## config.mk

```make
export PLATFORM = sky130hd
export DESIGN_NAME = linebuffer_scanout
export DESIGN_NICKNAME = d
export VERILOG_FILES = /design/src/rtl/linebuffer_scanout_pkg.sv /design/src/rtl/linebuffer_scanout_shifter.sv /design/src/rtl/linebuffer_scanout.sv
export SDC_FILE = /design/constraint.sdc
export NUM_CORES = 1
export LEC_CHECK = 0
export CORE_UTILIZATION = 35
export DETAILED_ROUTE_END_ITERATION = 8
export HOLD_SLACK_MARGIN = 0.12
export PLACE_DENSITY = 0.55
export SETUP_SLACK_MARGIN = 0.1
export SKIP_LAST_GASP = 1
export SYNTH_ARGS = -nofsm -noshare
export SYNTH_HDL_FRONTEND = slang
export SYNTH_SLANG_ARGS = --single-unit
```

## constraint.sdc

```tcl
create_clock -name clk_pix -period 2.6 [get_ports clk_pix]
set_input_delay 0.65 -clock clk_pix [delete_from_list [all_inputs] [get_ports clk_pix]]
set_output_delay 0.65 -clock clk_pix [all_outputs]
set_load 0.1 [all_outputs]
```

## src/rtl/linebuffer_scanout_pkg.sv

```systemverilog
// Shared line-buffer geometry, word/address types and the scan-out FSM state encoding.
package linebuffer_pkg;

   localparam int LB_WORD_W       = 128;
   localparam int LB_PIX_W        = 8;
   localparam int LB_PIX_PER_WORD = 16;
   localparam int LB_ADDR_W       = 7;

   typedef logic [LB_WORD_W-1:0] lb_word_t;
   typedef logic [LB_ADDR_W-1:0] lb_addr_t;

   typedef enum logic [2:0] {
      IDLE,
      PRIME0,
      PRIME1,
      PRIME2,
      RUN,
      DONE
   } scanout_state_e;

endpackage

```

## src/rtl/linebuffer_scanout_shifter.sv

```systemverilog
// Pixel shift register for one line-buffer word: scroll-aligned load, per-pixel shift-out,
// remaining-pixel count and the double-width (hscale) phase bit.
module lb_pixel_shifter
   import linebuffer_pkg::*;
(
   input  logic                 clk_i,
   input  logic                 rst_n_i,
   input  logic                 clear_i,
   input  logic                 load_i,
   input  lb_word_t             load_word_i,
   input  logic [3:0]           load_skip_i,
   input  logic                 consume_i,
   input  logic                 hscale_i,
   output logic [LB_PIX_W-1:0]  pix_o,
   output logic                 empty_o,
   output logic                 will_empty_o
);

   lb_word_t   shift_q, shift_d;
   logic [4:0] remaining_q, remaining_d;
   logic       phase_q, phase_d;
   logic       advance;

   // With hscale set, the first emission of a pixel only flips the phase.
   assign advance      = consume_i && (!hscale_i || phase_q);
   assign pix_o        = shift_q[LB_PIX_W-1:0];
   assign empty_o      = (remaining_q == 5'd0);
   assign will_empty_o = advance && (remaining_q == 5'd1);

   always_comb begin
      shift_d     = shift_q;
      remaining_d = remaining_q;
      phase_d     = phase_q;
      if (clear_i) begin
         remaining_d = 5'd0;
         phase_d     = 1'b0;
      end else begin
         if (consume_i) begin
            phase_d = hscale_i ? !phase_q : 1'b0;
         end
         if (advance) begin
            shift_d     = shift_q >> LB_PIX_W;
            remaining_d = remaining_q - 5'd1;
         end
         if (load_i) begin
            shift_d     = load_word_i >> {load_skip_i, 3'b000};
            remaining_d = 5'd16 - {1'b0, load_skip_i};
         end
      end
   end

   always_ff @(posedge clk_i) begin
      if (!rst_n_i) begin
         shift_q     <= '0;
         remaining_q <= 5'd0;
         phase_q     <= 1'b0;
      end else begin
         shift_q     <= shift_d;
         remaining_q <= remaining_d;
         phase_q     <= phase_d;
      end
   end

endmodule

```

## src/rtl/linebuffer_scanout.sv

```systemverilog
// Line-buffer scan-out: address sequencing, one-word prefetch and per-pixel serialisation.
// Optional LINEBUFFER_SCANOUT_HSCALE_EN adds an hscale input that doubles every pixel.
module linebuffer_scanout
   import linebuffer_pkg::*;
#(
   parameter int               LINE_WORDS    = 40,
   parameter logic [LB_PIX_W-1:0] BORDER_COLOUR = 8'h00
) (
   input  logic                 clk_pix,
   input  logic                 rst_pix_n,
   input  logic                 line_start,
   input  logic [3:0]           scroll_x,
   input  logic                 de,
`ifdef LINEBUFFER_SCANOUT_HSCALE_EN
   input  logic                 hscale,
`endif
   output lb_addr_t             addr_pix,
   input  lb_word_t             colour_pix,
   output logic [LB_PIX_W-1:0]  pix_colour,
   output logic                 pix_valid,
   output logic                 underrun,
   output scanout_state_e       dbg_state
);

   localparam logic [7:0] LW8 = 8'(LINE_WORDS);

   scanout_state_e      state_q, state_d;
   lb_addr_t            addr_q, addr_d;
   logic [7:0]          cnt_q, cnt_d;
   logic [3:0]          scroll_q, scroll_d;
   lb_word_t            pf_q, pf_d;
   logic                pf_valid_q, pf_valid_d;
   logic                pend1_q, pend1_d;
   logic                pend2_q, pend2_d;
   logic [LB_PIX_W-1:0] pix_colour_q, pix_colour_d;
   logic                pix_valid_q, pix_valid_d;
   logic                underrun_q, underrun_d;

   logic                hscale_eff;
   logic                in_line, capture_now, exhausted, need_word;
   logic                from_pf, from_bus, consume;
   logic                sh_load, sh_empty, sh_will_empty;
   lb_word_t            sh_word;
   logic [3:0]          sh_skip;
   logic [LB_PIX_W-1:0] sh_pix;

`ifdef LINEBUFFER_SCANOUT_HSCALE_EN
   logic hscale_q;
   always_ff @(posedge clk_pix) begin
      if (!rst_pix_n) begin
         hscale_q <= 1'b0;
      end else if (line_start) begin
         hscale_q <= hscale;
      end
   end
   assign hscale_eff = hscale_q;
`else
   assign hscale_eff = 1'b0;
`endif

   // A requested word sits on colour_pix two edges after addr_pix changes (pend1 -> pend2).
   assign in_line     = (state_q == PRIME2) || (state_q == RUN);
   assign capture_now = ((state_q == PRIME2) && (cnt_q > 8'd1)) || pend2_q;
   assign exhausted   = ((state_q == RUN) || (state_q == DONE)) && sh_empty && !pf_valid_q &&
                        !pend1_q && !pend2_q && (cnt_q == LW8);
   assign need_word   = in_line && (sh_empty || sh_will_empty);
   assign from_pf     = need_word && pf_valid_q;
   assign from_bus    = need_word && !pf_valid_q && capture_now;
   assign sh_load     = !line_start && ((state_q == PRIME1) || from_pf || from_bus);
   assign sh_word     = ((state_q == PRIME1) || !pf_valid_q) ? colour_pix : pf_q;
   assign sh_skip     = (state_q == PRIME1) ? scroll_q : 4'd0;
   assign consume     = de && !line_start && !sh_empty;

   lb_pixel_shifter u_shifter (
      .clk_i        (clk_pix),
      .rst_n_i      (rst_pix_n),
      .clear_i      (line_start),
      .load_i       (sh_load),
      .load_word_i  (sh_word),
      .load_skip_i  (sh_skip),
      .consume_i    (consume),
      .hscale_i     (hscale_eff),
      .pix_o        (sh_pix),
      .empty_o      (sh_empty),
      .will_empty_o (sh_will_empty)
   );

   always_comb begin
      state_d      = state_q;
      addr_d       = addr_q;
      cnt_d        = cnt_q;
      scroll_d     = scroll_q;
      pf_d         = pf_q;
      pf_valid_d   = pf_valid_q;
      pend1_d      = 1'b0;
      pend2_d      = pend1_q;
      pix_colour_d = pix_colour_q;
      pix_valid_d  = 1'b0;
      underrun_d   = underrun_q;

      case (state_q)
         IDLE:   state_d = IDLE;
         PRIME0: begin
            state_d = PRIME1;
            if (LINE_WORDS > 1) begin
               addr_d = lb_addr_t'(1);
               cnt_d  = 8'd2;
            end
         end
         PRIME1: state_d = PRIME2;
         PRIME2: state_d = RUN;
         RUN:    if (exhausted) state_d = DONE;
         DONE:   state_d = DONE;
         default: state_d = IDLE;
      endcase

      if (from_pf) pf_valid_d = 1'b0;
      if (capture_now && !from_bus) begin
         pf_d       = colour_pix;
         pf_valid_d = 1'b1;
      end
      // Every word taken into the shifter triggers the next fetch until the line is covered.
      if ((from_pf || from_bus) && (cnt_q < LW8)) begin
         addr_d  = cnt_q[LB_ADDR_W-1:0];
         cnt_d   = cnt_q + 8'd1;
         pend1_d = 1'b1;
      end

      if (de) begin
         pix_valid_d  = 1'b1;
         pix_colour_d = (sh_empty || line_start) ? BORDER_COLOUR : sh_pix;
         if (sh_empty && !exhausted && !line_start) underrun_d = 1'b1;
      end

      if (line_start) begin
         state_d    = PRIME0;
         addr_d     = '0;
         cnt_d      = 8'd1;
         scroll_d   = scroll_x;
         pf_valid_d = 1'b0;
         pend1_d    = 1'b0;
         pend2_d    = 1'b0;
         underrun_d = 1'b0;
      end
   end

   always_ff @(posedge clk_pix) begin
      if (!rst_pix_n) begin
         state_q      <= IDLE;
         addr_q       <= '0;
         cnt_q        <= 8'd0;
         scroll_q     <= 4'd0;
         pf_q         <= '0;
         pf_valid_q   <= 1'b0;
         pend1_q      <= 1'b0;
         pend2_q      <= 1'b0;
         pix_colour_q <= '0;
         pix_valid_q  <= 1'b0;
         underrun_q   <= 1'b0;
      end else begin
         state_q      <= state_d;
         addr_q       <= addr_d;
         cnt_q        <= cnt_d;
         scroll_q     <= scroll_d;
         pf_q         <= pf_d;
         pf_valid_q   <= pf_valid_d;
         pend1_q      <= pend1_d;
         pend2_q      <= pend2_d;
         pix_colour_q <= pix_colour_d;
         pix_valid_q  <= pix_valid_d;
         underrun_q   <= underrun_d;
      end
   end

   assign addr_pix   = addr_q;
   assign pix_colour = pix_colour_q;
   assign pix_valid  = pix_valid_q;
   assign underrun   = underrun_q;
   assign dbg_state  = state_q;

endmodule
```

==> flow_metrics.tcl <==
set metrics [dict create \
    cp.arrival_ns 3.07 \
    crit_path_frequent_cell "buf_4" \
    slowest_stage "or3b_4" \
    netlist_instances 2408 \
    hold_class "reg2reg" \
    io_buffer_count 155 \
    synth_nets 2551 \
    relSlewSlack 0.3451 \
    drive_gt1_frac 0.3294 \
    synthTopCellsByArea "dfxtp_1, nand2_1, a21oi_1" \
    crit_fanout 5 \
    violations "negative setup slack" \
    setup_ws_ns -0.007658 \
    rows 82 \
    power_density_nw_per_um2 434.7 \
    grt_pass1_wl_mm 143.6 \
    holdWs_ns 0.4521 \
    clk-insertion-delay-late_ns 0.58 \
    stdcell_count 3645 \
    worstSetupEndpointType "flop" \
    yosysMostFrequentCell "nand2_1" \
    yosysWarningCount 0 \
    finalMaxSlewViolations 0 \
    ys.flop_type "dfxtp_1" \
    cts_tree "built" \
    drt_first_iter_violations 3024 \
    vias 22840 \
    numClockSinks 296 \
    path_buf_inv 5 \
    synth_edf_count 0 \
    ys_top_cells_by_count "nand2_1, dfxtp_1, a21oi_1, o21ai_0, nor2_1" \
    fin_skew_ns 0.01418 \
    clockBufferDepth 3 \
    ir_worst_vdd_v 0.0004017 \
    numCtsBuffers 38 \
    antenna_left 0 \
    synth.distinct_cells 80 \
    grt_pass1_vias 21240 \
    synth-seq-area-share 0.3320 \
    run_status "finished, violations left" \
    cp-start-kind "flop" \
    postSynthAreaPerCell_sq_um 7.413 \
    slowest_delay_ns 0.42 \
    routabilityCongestion 1.045 \
    cts-root-buf "clkbuf_16" \
    fp.coreArea_sq_um 50270 \
    synthDominantCellAreaShare 0.3320 \
    grt_use_total 0.3682 \
    totalWireLength_mm 102.5 \
    nets 3085 \
    setup_tns_ns -0.01428 \
    fmax_ghz 0.3835 \
    wl_per_cell_microns 28.12 \
    nFillCells 4703 \
    path_clk_slew_ns 0.06 \
    hpwl_mm 72.57 \
    syn_area_sq_um 17850 \
    maxCapViolCount 0 \
    rsz0062_at_grt "true" \
    power.total_mw 12.24 \
    hold_buffers 0 \
    worst_pin_slew_ns 0.9721 \
    finalCritPeriodShare 1.003 \
    drcViolationCount 0 \
    crit_type "reg2reg" \
    worstPathRequired_ns 3.06 \
    io_pins 156 \
    grt_antenna_before_repair 6 \
    dr.pass1.iters 8 \
    initial_utilization 0.3551 \
    placed_cells_incl_taps 3471 \
    grt-ovfl-total 0 \
    die_h_microns 227.8 \
    cts.htree.levels 2 \
    final_hold_viol_count 0 \
    crit_chain "or3b_4, buf_12, buf_8, buf_6, a211oi_2, nor3_1, buf_4, nor4_2, buf_4, nor2_4, o32a_1" \
    vias_per_cell 6.267 \
    grt_start_max_net_pins 92 \
    synth-seq-cells 296 \
    areaGrowthSynthToFinish_pct 57.75 \
    ys_async_sr_fraction 0 \
    synth.largest_area_cell "dfxtp_1" \
    leakage_nw 11.24 \
    die_x_microns 227.8 \
    fin_crit_ns 2.608 \
    setup_viol 3 \
    critical_path.top_delay_family "buffers and inverters" \
    dieArea_sq_um 51910 \
]
cells by family after synthesis:
family	synth area share
buffers and inverters	0.06309
AO/OA/AOI/OAI	0.3600
XOR/XNOR	0.001472
flip-flops	0.3320
AND/OR/NAND/NOR	0.2024
adder cells (fa/ha/maj)	0.004907
multiplexers	0.03610
registers in the layout (all words and copies together), names as in the netlist:
signal and cells:
addr_pix 7, scroll_q 4, u_shifter.remaining_q 5, pix_colour 8, pix_valid 1, pend1_q 1, pend2_q 1, u_shifter.shift_q 128
cnt_q 8, pf_valid_q 1, underrun 1, dbg_state 3, pf_q 128
per-stage QoR:
stage / setup slack [ns] / utilization / area [sq um]
2_1_floorplan: 0.08288 / - / 17890
3_3_place_gp: -0.3159 / 0.4677 / 23510
3_5_place_dp: -0.2858 / 0.4677 / 23510
4_1_cts: 0.03532 / 0.5275 / 26520
5_1_grt: -0.04641 / 0.5600 / 28150
6_report: -0.007658 / 0.5601 / 28160
cell type report:
class                      count  area (sq um)  area share
multi-input combinational   1846         12650      0.4494
antenna                        1         2.502  0.00008887
clock inverter                17         165.2    0.005866
sequential                   296          5944      0.2111
tap                          672         840.8     0.02986
inverter                      27         111.4    0.003955
timing repair buffer         733          7340      0.2607
clock buffer                  53          1099     0.03902
path summary, 6_finish.rpt:
check | end | from | slack (ns) | cells after the start
worst max-delay path | u_shifter.shift_q[4] | dbg_state[2] | -0.008 | 11
worst min-delay path | pf_q[127] | pf_q[127] | 0.45 | 2
worst max register to register | u_shifter.shift_q[4] | dbg_state[2] | -0.008 | 11
worst min register to register | pf_q[127] | pf_q[127] | 0.45 | 2
worst reg2reg max path: cells and delay by family (launching register included):
family	cells	cell delay, ns
buffers and inverters	5	0.86
DFF	1	0.36
AOI/OAI and AO/OA	2	0.54
and+or+nand+nor	4	0.73
per-layer routing:
| metal | GRT usage | wire (microns) |
|---|---|---|
| met1 | 0.4892 | 41060 |
| met2 | 0.5594 | 44210 |
| met3 | 0.07963 | 10960 |
| met4 | 0.1875 | 6164 |
| met5 | 0 | 95 |
repair_timing:
action	CTS	global route
pin swaps	99	101
resized for setup	246	232
buffers inserted	48	34
cloned	6	17
setup endpoints to repair	116	137
cells in the final DEF (no fill, tap or decap), drive strengths merged, types with 15 or more instances in the layout:
cell,netlist,routed
clkdlybuf4s50,0,134
o32ai,20,20
nor3,55,55
inv,26,27
and2,15,15
a211o,22,22
buf,96,586
o21ai,218,218
o211ai,19,19
o211a,37,37
and3,27,27
nand3,67,67
a2bb2oi,19,19
mux2i,52,52
o311a,19,19
o221a,35,35
nor2,161,161
clkbuf,144,64
dfxtp,296,296
a221o,24,24
nand2,406,406
nand4,19,19
a211oi,68,68
o221ai,18,18
a21oi,268,268
nand2b,19,19
clkinv,1,15
nor2b,20,20
o22ai,29,29
a31oi,41,41
power by group:
group          switching [mW]  total, mW  internal [mW]
Clock                    2.30       5.47           3.17
Sequential             0.0248       4.59           4.56
Combinational            1.23       2.19          0.960
Total                    3.55       12.2           8.69
Note: power is estimated with default switching activity, not from simulation.
